$ cat src/rtl/smart_stack_if.sv
// Control/data bundle between the CPU datapath/control unit and the
// smart_stack. The master drives operation requests; the slave (the
// stack) returns its registered top entries, fill level and error flags.
interface smart_stack_if #(
    parameter int WIDTH = 16,
    parameter int DEPTH = 20
);
    localparam int CW = $clog2(DEPTH + 1);

    logic             i_fetch;
    logic             i_store;
    logic [2:0]       i_function;
    logic [WIDTH-1:0] i_write_D;
    logic [WIDTH-1:0] o_read_A;
    logic [WIDTH-1:0] o_read_B;
    logic [CW-1:0]    o_count;
    logic             o_overflow;
    logic             o_underflow;

    modport master (
        output i_fetch, i_store, i_function, i_write_D,
        input  o_read_A, o_read_B, o_count, o_overflow, o_underflow
    );

    modport slave (
        input  i_fetch, i_store, i_function, i_write_D,
        output o_read_A, o_read_B, o_count, o_overflow, o_underflow
    );
endinterface

$ cat src/rtl/smart_stack.sv
// Register-backed Forth-style data stack. The two top entries live in
// registers A and B; deeper entries live in a spill array indexed by the
// fill count. A refused operation (overflow/underflow) leaves every piece of
// state untouched and raises a sticky error flag.
module smart_stack #(
    parameter int WIDTH = 16,
    parameter int DEPTH = 20
) (
    input  logic          i_clk,
    input  logic          i_rst_n,
    smart_stack_if.slave  bus
);
    localparam int CW = $clog2(DEPTH + 1);
    localparam int SN = DEPTH - 2;
    localparam int SW = (SN > 1) ? $clog2(SN) : 1;

    typedef enum logic [2:0] {
        OP_NOP  = 3'b000,
        OP_PUSH = 3'b001,
        OP_DROP = 3'b010,
        OP_DUP  = 3'b011,
        OP_SWAP = 3'b100,
        OP_OVER = 3'b101,
        OP_NIP  = 3'b110,
        OP_ROT  = 3'b111
    } op_e;

    logic [WIDTH-1:0] a_r;
    logic [WIDTH-1:0] b_r;
    logic [CW-1:0]    count_r;
    logic             ovf_r;
    logic             unf_r;
    logic [WIDTH-1:0] spill_r [SN];

    op_e              op_s;
    logic [WIDTH-1:0] a_s;
    logic [WIDTH-1:0] b_s;
    logic [CW-1:0]    cnt_s;
    logic [WIDTH-1:0] m_s;
    logic [CW-1:0]    push_idx_s;
    logic [CW-1:0]    top_idx_s;
    logic             ovf_s;
    logic             unf_s;
    logic             spill_we_s;
    logic [SW-1:0]    spill_idx_s;
    logic [WIDTH-1:0] spill_data_s;

    // Slot that receives old B when the stack grows, and slot M (entry count-3).
    assign push_idx_s = count_r - CW'(2);
    assign top_idx_s  = count_r - CW'(3);
    assign op_s       = op_e'(bus.i_function);
    assign m_s        = (count_r >= CW'(3)) ? spill_r[top_idx_s[SW-1:0]] : {WIDTH{1'b0}};

    // Next-state: apply the fetched operation, then the store, then veto on error.
    always_comb begin
        a_s          = a_r;
        b_s          = b_r;
        cnt_s        = count_r;
        ovf_s        = 1'b0;
        unf_s        = 1'b0;
        spill_we_s   = 1'b0;
        spill_idx_s  = push_idx_s[SW-1:0];
        spill_data_s = b_r;

        if (bus.i_fetch) begin
            case (op_s)
                OP_PUSH: begin
                    if (count_r == CW'(DEPTH)) begin
                        ovf_s = 1'b1;
                    end else begin
                        a_s        = bus.i_write_D;
                        b_s        = a_r;
                        spill_we_s = (count_r >= CW'(2));
                        cnt_s      = count_r + CW'(1);
                    end
                end
                OP_DROP: begin
                    if (count_r == CW'(0)) begin
                        unf_s = 1'b1;
                    end else begin
                        a_s   = b_r;
                        b_s   = m_s;
                        cnt_s = count_r - CW'(1);
                    end
                end
                OP_DUP: begin
                    if (count_r == CW'(0)) begin
                        unf_s = 1'b1;
                    end else if (count_r == CW'(DEPTH)) begin
                        ovf_s = 1'b1;
                    end else begin
                        b_s        = a_r;
                        spill_we_s = (count_r >= CW'(2));
                        cnt_s      = count_r + CW'(1);
                    end
                end
                OP_SWAP: begin
                    if (count_r < CW'(2)) begin
                        unf_s = 1'b1;
                    end else begin
                        a_s = b_r;
                        b_s = a_r;
                    end
                end
                OP_OVER: begin
                    if (count_r < CW'(2)) begin
                        unf_s = 1'b1;
                    end else if (count_r == CW'(DEPTH)) begin
                        ovf_s = 1'b1;
                    end else begin
                        a_s        = b_r;
                        b_s        = a_r;
                        spill_we_s = 1'b1;
                        cnt_s      = count_r + CW'(1);
                    end
                end
                OP_NIP: begin
                    if (count_r < CW'(2)) begin
                        unf_s = 1'b1;
                    end else begin
                        b_s   = m_s;
                        cnt_s = count_r - CW'(1);
                    end
                end
                OP_ROT: begin
                    if (count_r < CW'(3)) begin
                        unf_s = 1'b1;
                    end else begin
                        a_s         = m_s;
                        b_s         = a_r;
                        spill_we_s  = 1'b1;
                        spill_idx_s = top_idx_s[SW-1:0];
                    end
                end
                default: begin
                    a_s = a_r;
                end
            endcase
        end else begin
            cnt_s = count_r;
        end

        // Slots above the fill level always read as zero.
        if (cnt_s <= CW'(1)) begin
            b_s = {WIDTH{1'b0}};
        end else begin
            b_s = b_s;
        end
        if (cnt_s == CW'(0)) begin
            a_s = {WIDTH{1'b0}};
        end else begin
            a_s = a_s;
        end

        // Store overwrites the post-operation top; it needs something to overwrite.
        if (bus.i_store && !ovf_s && !unf_s) begin
            if (cnt_s == CW'(0)) begin
                unf_s = 1'b1;
            end else begin
                a_s = bus.i_write_D;
            end
        end else begin
            spill_data_s = b_r;
        end

        // Any refusal discards the whole cycle's update.
        if (ovf_s || unf_s) begin
            a_s        = a_r;
            b_s        = b_r;
            cnt_s      = count_r;
            spill_we_s = 1'b0;
        end else begin
            spill_data_s = b_r;
        end
    end

    // Top-of-stack registers, fill count and sticky error flags.
    always_ff @(posedge i_clk or negedge i_rst_n) begin
        if (!i_rst_n) begin
            a_r     <= {WIDTH{1'b0}};
            b_r     <= {WIDTH{1'b0}};
            count_r <= {CW{1'b0}};
            ovf_r   <= 1'b0;
            unf_r   <= 1'b0;
        end else begin
            a_r     <= a_s;
            b_r     <= b_s;
            count_r <= cnt_s;
            ovf_r   <= ovf_r | ovf_s;
            unf_r   <= unf_r | unf_s;
        end
    end

    // Spill array: plain storage, deliberately not cleared by reset.
    always_ff @(posedge i_clk) begin
        if (spill_we_s) begin
            spill_r[spill_idx_s] <= spill_data_s;
        end
    end

    assign bus.o_read_A    = a_r;
    assign bus.o_read_B    = b_r;
    assign bus.o_count     = count_r;
    assign bus.o_overflow  = ovf_r;
    assign bus.o_underflow = unf_r;
endmodule

$ cat src/flat_wrapper.sv
// flat-port wrapper written by rule: the top's interface ports become plain ports
module smart_stack_flat 
#(
    parameter int WIDTH = 16,
    parameter int DEPTH = 20
)
  (i_clk, i_rst_n, bus_i_fetch, bus_i_store, bus_i_function, bus_i_write_D, bus_o_read_A, bus_o_read_B, bus_o_count, bus_o_overflow, bus_o_underflow);
  smart_stack_if #(.WIDTH(WIDTH), .DEPTH(DEPTH)) bus_i ();
  input  logic i_clk;
  input  logic i_rst_n;
  input wire logic [$bits(bus_i.i_fetch)-1:0] bus_i_fetch;
  input wire logic [$bits(bus_i.i_store)-1:0] bus_i_store;
  input wire logic [$bits(bus_i.i_function)-1:0] bus_i_function;
  input wire logic [$bits(bus_i.i_write_D)-1:0] bus_i_write_D;
  output wire logic [$bits(bus_i.o_read_A)-1:0] bus_o_read_A;
  output wire logic [$bits(bus_i.o_read_B)-1:0] bus_o_read_B;
  output wire logic [$bits(bus_i.o_count)-1:0] bus_o_count;
  output wire logic [$bits(bus_i.o_overflow)-1:0] bus_o_overflow;
  output wire logic [$bits(bus_i.o_underflow)-1:0] bus_o_underflow;
  assign bus_i.i_fetch = bus_i_fetch;
  assign bus_i.i_store = bus_i_store;
  assign bus_i.i_function = bus_i_function;
  assign bus_i.i_write_D = bus_i_write_D;
  assign bus_o_read_A = bus_i.o_read_A;
  assign bus_o_read_B = bus_i.o_read_B;
  assign bus_o_count = bus_i.o_count;
  assign bus_o_overflow = bus_i.o_overflow;
  assign bus_o_underflow = bus_i.o_underflow;
  smart_stack #(.WIDTH(WIDTH), .DEPTH(DEPTH)) u_core (.i_clk(i_clk), .i_rst_n(i_rst_n), .bus(bus_i));
endmodule
$ cat config.mk
export PLATFORM = sky130hd
export DESIGN_NAME = smart_stack_flat
export DESIGN_NICKNAME = d
export VERILOG_FILES = /design/src/rtl/smart_stack_if.sv /design/src/rtl/smart_stack.sv /design/src/flat_wrapper.sv
export SDC_FILE = /design/constraint.sdc
export NUM_CORES = 1
export LEC_CHECK = 0
export CORE_MARGIN = 2
export CORE_UTILIZATION = 42
export CTS_CLUSTER_DIAMETER = 40
export DETAILED_ROUTE_END_ITERATION = 10
export GPL_ROUTABILITY_DRIVEN = 0
export MAX_ROUTING_LAYER = met4
export SLEW_MARGIN = 15
export SYNTH_ARGS = -nofsm -noshare
export SYNTH_HDL_FRONTEND = slang
export SYNTH_SLANG_ARGS = --single-unit
$ cat constraint.sdc
create_clock -name i_clk -period 8.9 [get_ports i_clk]
set_clock_uncertainty 0.15 [all_clocks]
set_input_delay 1.335 -clock i_clk [delete_from_list [all_inputs] [get_ports i_clk]]
set_output_delay 1.335 -clock i_clk [all_outputs]
set_load 0.01 [all_outputs]
==> key figures, run 1 <==
Outcome
  • Outcome: complete, no violations

Floorplanning
  • Die height: 189.2 um
  • Core Box Area: 33620 um2
  • Die ar.: 35790 um2
  • Die Wd: 189.2 um
  • Row cnt: 67
  • Initial Utilization: 42.85%
  • I/O pins: 62

Cells and area
  • Synthesis-to-finish area growth: 18.58%
  • Fill count: 2810
  • Sequential standard cell area: 9625 um2
  • Multi-input gate area: 4494 um2
  • Finished Cell Area: 17080 um2
  • Antenna cells: 0
  • Share of cells above drive strength 1: 13.54%
  • Nets: 1138

CTS
  • H-tree depth: 2
  • Clock slew at reported path FFs: 0.05 ns
  • CTS Hold Bufs: 0
  • Cts bufs inserted: 44
  • Root buf cell: clkbuf_16
  • Clock Sinks: 327
  • Setup bufs post-CTS: 0
  • Worst-Skew Late Latency: 0.54 ns
  • CTS tree: yes
  • Clock tree buffer depth: 3
  • Post-CTS resize count: 0

Synthesis
  • Async set-reset flop share out of synthesis: 11.93%
  • Synth top area cells: edfxtp_1 (60%), dfrtp_1 (6.8%), mux2i_1 (3.8%)
  • Area leader, netlist: edfxtp_1
  • Synth Register Bits: 327
  • Netlist Area Pre-Place: 14400 um2
  • Most frequent cell after synthesis: edfxtp_1
  • Synth top area share: 60.04%
  • Ys flop type: edfxtp_1
  • Post-Syn Instances: 1022
  • Post-synth top cells: edfxtp_1 (288), nand2_1 (136), mux2i_1 (54)
  • Synth warnings: 0
  • Post-synthesis net count: 1059
  • Post-synth EDFFs: 288
  • Synth Area per Inst: 14.09 um2
  • Sequential-to-total area share from yosys stat: 66.82%
  • Number of library cell types mapped by synthesis: 75

GRT
  • First-pass GRT wire length: 57730 um
  • Pin count of the biggest net entering global routing: 72
  • Initial antenna violation count: 0
  • Vias in the first global route: 9006
  • GRT Total Usage: 22.31%
  • GR Overflow Total: 0

Place
  • Area of placed instances: 15610 um2
  • Post-DP HPWL: 24360 um
  • Port bufs: 61

Hold path
  • Min-Delay Path Class: register to register

Worst setup path
  • Startpoint type of the worst setup path: primary input
  • CP max stage delay: 0.96 ns
  • Worst path top cell family by delay: compound AO/OA/AOI/OAI gates
  • Crit Path Class: primary input to register
  • Worst EP required: 9.04 ns
  • Critical path buffers and inverters: 3
  • Critical path, cell by cell: clkdlybuf4s50_1, inv_1, ha_1, or2_1, o21ai_0, a211oi_1, a211oi_1, nand4b_1, o21ai_0, nor2_1, buf_4
  • CP Max Fanout: 12
  • CP Capture Type: register
  • Critical-path top delay cell: o21ai_0
  • CP arrival: 5.58 ns

Pwr
  • P per Cell Area: 384.2 nW/um2
  • Peak supply drop: 0.2832 mV
  • LEAKAGE: 5.879 nW

Route
  • Via count: 9418
  • DRT antenna net count: 0
  • Post-route DRC: 0
  • Routed len/inst: 24.48 um
  • Routed wire length: 38790 um
  • Iter 0 DRT Violations: 960
  • TritonRoute pass-1 iters: 5
  • Vias/cell: 5.942

Run
  • Max cap viols: 0

Timing
  • Setup violators final: 0
  • Fin crit share: 61.08%
  • Tmin final: 5.436 ns
  • Count of pins over their slew limit: 0
  • Final hold vios: 0
  • Tightest Pin Transition: 1.139 ns
  • Setup TNS: 0 ns
  • Slew headroom: 23.28%
  • Achievable Freq: 0.1840 GHz
  • RSZ-0062 raised after global routing: false
## state kept, by name (all words and copies together), names as in the netlist
| name | count |
|---|---|
| u_core.spill_r | 288 |
| u_core.bus.o_overflow | 1 |
| u_core.bus.o_underflow | 1 |
| u_core.bus.o_read_B | 16 |
| u_core.bus.o_count | 5 |
| u_core.bus.o_read_A | 16 |
## layer usage
| metal | share of wire [%] | up-vias | GRT usage (%) |
|---|---|---|---|
| met4 | 2.2 | 0 | 5.859 |
| met1 | 43 | 4747 | 31.13 |
| li1 | - | 4213 | - |
| met5 | 0 | - | - |
| met2 | 48 | 389 | 34.74 |
| met3 | 6.8 | 69 | 2.947 |
## per-stage QoR
step / std cells / setup WS (ns) / hold WS (ns) / total power [W] / utilization, %
4_1_cts: 1585 / 3.612 / 0.3281 / 0.006579 / 50.77
5_1_grt: 1585 / 3.172 / 0.3350 / 0.006839 / 50.81
2_1_floorplan: 1022 / 3.915 / 0.3541 / 0.003754 / -
3_3_place_gp: 1503 / 3.162 / 0.3033 / 0.004843 / 46.44
6_report: 1585 / 3.464 / 0.3291 / 0.006562 / 50.81
3_5_place_dp: 1503 / 3.083 / 0.3128 / 0.004850 / 46.44
## area by class of cell
class / instances / area share, %
sequential: 327 / 56.35
multi-input combinational: 616 / 26.31
clock buffer: 55 / 6.813
timing repair buffer: 100 / 5.260
tap: 448 / 3.282
clock inverter: 27 / 1.714
inverter: 12 / 0.2637
## cell usage in the layout, fill, tap and decap left out, drive strengths merged, types with 22 or more instances in the layout
cell type,n
edfxtp,288
clkdlybuf4s50,60
mux2i,55
inv,23
nor2,41
dfrtp,39
clkbuf,55
nand2,136
a21oi,24
nand3,38
buf,40
o21ai,22
## worst paths after layout
check,start,slack [ns],to,depth (start not counted)
setup / recovery,bus_i_function[1],3.46,u_core.spill_r[17][14],11
hold / removal,u_core.bus.o_overflow,0.33,u_core.bus.o_overflow,1
setup reg to reg,u_core.bus.o_count[2],3.96,u_core.bus.o_read_A[7],9
hold reg to reg,u_core.bus.o_overflow,0.33,u_core.bus.o_overflow,1
max in group asynchronous,i_rst_n,7.13,u_core.bus.o_count[0],1
min in group asynchronous,i_rst_n,0.80,u_core.bus.o_read_A[8],1
## worst register-to-register path, stage by stage, from the launching register on
cell and delay (ns):
dfrtp_1 0.88, inv_1 0.36, ha_1 0.33, a2111oi_2 0.69, a32oi_1 0.31, o31a_1 0.21, o211a_1 0.58, nor2_1 0.77
o2111ai_1 0.23, a32o_1 0.31
## power by group
group          leakage, nW  internal, W  switching (W)  total, W
logic                 2.07     0.000978        0.00174   0.00272
registers             3.11      0.00192       0.000202   0.00212
clock network        0.692      0.00104       0.000687   0.00173
total                 5.88      0.00393        0.00263   0.00656
## kinds of logic (layout without fill, tap and decap cells)
family,after synthesis,count (layout),synth area share [%]
AOI/OAI and AO/OA,234,234,12.64
muxes,77,77,7.271
adders and majority gates,14,14,1.216
xor gates and xnor gates,6,6,0.3648
and+or+nand+nor,285,285,9.269
buffers and inverters,79,194,2.424
DFF,327,327,66.82
(Power assumes the default switching activity.)
==> run 2: changes to the inputs <==
==> constraint.sdc (replaced) <==
create_clock -name i_clk -period 5.5 [get_ports i_clk]
set_clock_uncertainty 0.15 [all_clocks]
set_input_delay 0.825 -clock i_clk [delete_from_list [all_inputs] [get_ports i_clk]]
set_output_delay 0.825 -clock i_clk [all_outputs]
set_load 0.01 [all_outputs]
==> run 2 against run 1 <==
Against the previous run: count of clock-buffer cells in the layout is 3 lower; routed wire length is 0.45% lower; sequential power is 59% higher; sequential share of layout area is 0.49 points lower; global-route usage is 0.080 points lower; die area stayed put; cell count is 0.57% higher; cell area is 0.87% higher; sequential cell count stayed put; worst hold slack worse by 0.037 ns; core utilization is 0.44 points higher.
==> key figures, run 2 (synthesized netlist as in run 1, its figures left out) <==
Route
  • Via count: 9400 (-0.19%)
  • TritonRoute pass-1 iters: 5 (unchanged)
  • Iter 0 DRT Violations: 1054 (+9.8%)
  • Post-route DRC: 0 (unchanged)
  • Vias/cell: 5.897 (-0.75%)
  • DRT antenna net count: 0 (unchanged)
  • Routed wire length: 38620 um (-0.45%)
  • Routed len/inst: 24.23 um (-1.0%)

Floorplanning
  • Core Box Area: 33620 um2 (unchanged)
  • Die ar.: 35790 um2 (unchanged)
  • Die Wd: 189.2 um (unchanged)
  • Initial Utilization: 42.85% (unchanged)
  • Row cnt: 67 (unchanged)
  • Die height: 189.2 um (unchanged)
  • I/O pins: 62 (unchanged)

Worst setup path
  • Worst path top cell family by delay: simple AND/OR/NAND/NOR gates
  • Critical path, cell by cell: clkdlybuf4s50_1, ha_1, nor2b_1, o21ai_0, or4_1, a31o_1, nand4b_1, o21ai_0, nor2_2
  • R2R Setup Slk: 1.03 ns (-2.93 ns)
  • Most common cell on crit path: o21ai_0
  • R2R Path Start: u_core.bus.o_count[1]
  • Critical path buffers and inverters: 1 (-2)
  • CP Max Fanout: 16 (+4)
  • Critical-path top delay cell: nor2_2
  • CP max stage delay: 0.80 ns (-0.16 ns)
  • CP arrival: 4.63 ns (-0.95 ns)
  • Worst EP required: 5.50 ns (-3.54 ns)
  • Startpoint type of the worst setup path: primary input
  • CP Capture Type: register
  • R2R cell count: 9 (unchanged)
  • Reg2Reg Capture Point: u_core.spill_r[1][0]
  • Crit Path Class: primary input to register

GRT
  • Pin count of the biggest net entering global routing: 103 (+43%)
  • Vias in the first global route: 9112 (+1.2%)
  • First-pass GRT wire length: 57330 um (-0.70%)
  • GR Overflow Total: 0 (unchanged)
  • Initial antenna violation count: 0 (unchanged)
  • GRT Total Usage: 22.23% (-0.080 points)

Timing
  • RSZ-0062 raised after global routing: false
  • Achievable Freq: 0.2160 GHz
  • Setup TNS: 0 ns (unchanged)
  • Count of pins over their slew limit: 0 (unchanged)
  • Setup violators final: 0 (unchanged)
  • Post-route setup slack: 0.8697 ns (-2.595 ns)
  • Slew headroom: 26.29% (+3.0 points)
  • Tmin final: 4.630 ns
  • Fin crit share: 84.19%
  • Final hold vios: 0 (unchanged)
  • Tightest Pin Transition: 1.106 ns (-0.03302 ns)

CTS
  • Cts bufs inserted: 42 (-4.5%)
  • Post-CTS resize count: 0 (unchanged)
  • Clock tree buffer depth: 3 (unchanged)
  • Setup bufs post-CTS: 0 (unchanged)
  • Worst-Skew Late Latency: 0.53 ns (about the same)
  • Clock slew at reported path FFs: 0.05 ns (about the same)
  • CTS Hold Bufs: 0 (unchanged)
  • Clock Sinks: 327 (unchanged)
  • H-tree depth: 2 (unchanged)
  • CTS tree: yes
  • Root buf cell: clkbuf_16

Pwr
  • P per Cell Area: 624.9 nW/um2 (+63%)
  • Int Power: 0.006583 W (+67%)
  • Flop pwr share: 31.4% (-0.9 points)
  • Power share of the clock group: 27.0% (+0.7 points)
  • Switching share of power: 38.86% (-1.2 points)
  • Switch Pwr: 0.004183 W (+59%)
  • Share of total power in combinational logic: 41.7% (+0.3 points)
  • LEAKAGE: 5.972 nW (+1.6%)
  • Peak supply drop: 0.8650 mV (+210%)
  • Power Total: 0.01077 W (+64%)

Cells and area
  • Largest register FFs: 288 (unchanged)
  • Nets: 1150 (+1.1%)
  • Commonest non-fill, non-tap cells in the layout: edfxtp_1 (288), nand2_1 (136), clkdlybuf4s50_1 (60)
  • Post-Layout Cell Count: 1594 (+0.57%)
  • Synthesis-to-finish area growth: 19.61%
  • Share of cells above drive strength 1: 14.49% (+0.94 points)
  • Largest Register: u_core.spill_r
  • Antenna cells: 0 (unchanged)
  • Most common cell after layout, fill and taps aside: edfxtp_1

Outcome
  • Outcome: complete, no violations

Hold path
  • Min-Delay Path Class: primary input to asynchronous set/reset pin

Place
  • Port bufs: 61 (unchanged)
  • Pre-CTS setup slack: 0.4005 ns (-2.682 ns)
  • Placed insts: 1517 (+0.93%)
  • Post-DP HPWL: 24630 um (+1.1%)

Run
  • Max cap viols: 0 (unchanged)
==> run 2: per-layer routing <==
| layer | routed length, um | share of wire, % | track usage, % |
|---|---|---|---|
| met5 | 0 | 0 | - |
| met4 | 1079 | 2.8 | 6.911 |
| met3 | 2583 | 6.7 | 3.355 |
| met2 | 18350 | 48 | 34.53 |
| met1 | 16610 | 43 | 30.36 |
==> run 2: worst max-delay path by stage <==
stage | slack, ns | cells past startpoint | to | start
6_report | 0.87 | 9 | u_core.spill_r[1][0] | bus_i_function[0]
5_1_grt | 0.64 | 9 | u_core.spill_r[1][0] | bus_i_function[0]
4_1_cts | 0.92 | 9 | u_core.spill_r[1][0] | bus_i_function[0]
3_5_place_dp | 0.40 | 9 | u_core.spill_r[1][14] | bus_i_function[0]
3_3_place_gp | 0.52 | 9 | u_core.spill_r[1][3] | bus_i_function[0]
2_1_floorplan | 0.97 | 11 | u_core.spill_r[12][0] | u_core.bus.o_count[0]
==> run 2: per-stage QoR <==
stage / instance area, um2 / hold slack [ns] / utilization [%]
2_1_floorplan: 14400 / 0.3541 / -
3_3_place_gp: 15730 / 0.3014 / 46.79
3_5_place_dp: 15730 / 0.3104 / 46.79
4_1_cts: 17230 / 0.3238 / 51.25
5_1_grt: 17230 / 0.3428 / 51.25
6_report: 17230 / 0.2926 / 51.25
==> run 2: power groups by stage <==
stage / clock network (W) / logic, W / registers [W]
2_1_floorplan: 0 / 0.00262 / 0.00345
3_3_place_gp: 0 / 0.00446 / 0.00342
3_5_place_dp: 0 / 0.00448 / 0.00342
4_1_cts: 0.00295 / 0.00450 / 0.00338
5_1_grt: 0.00305 / 0.00478 / 0.00340
6_report: 0.00290 / 0.00449 / 0.00338
==> run 2: area by class of cell <==
type	count	area, um2
multi-input cells	616	4481
flip-flops and latches	327	9625
inverters	12	45.04
well taps	448	560.5
repair buffers	114	1016
fillers	2796	16390
clock inverters	25	349.1
clock buffers	52	1152
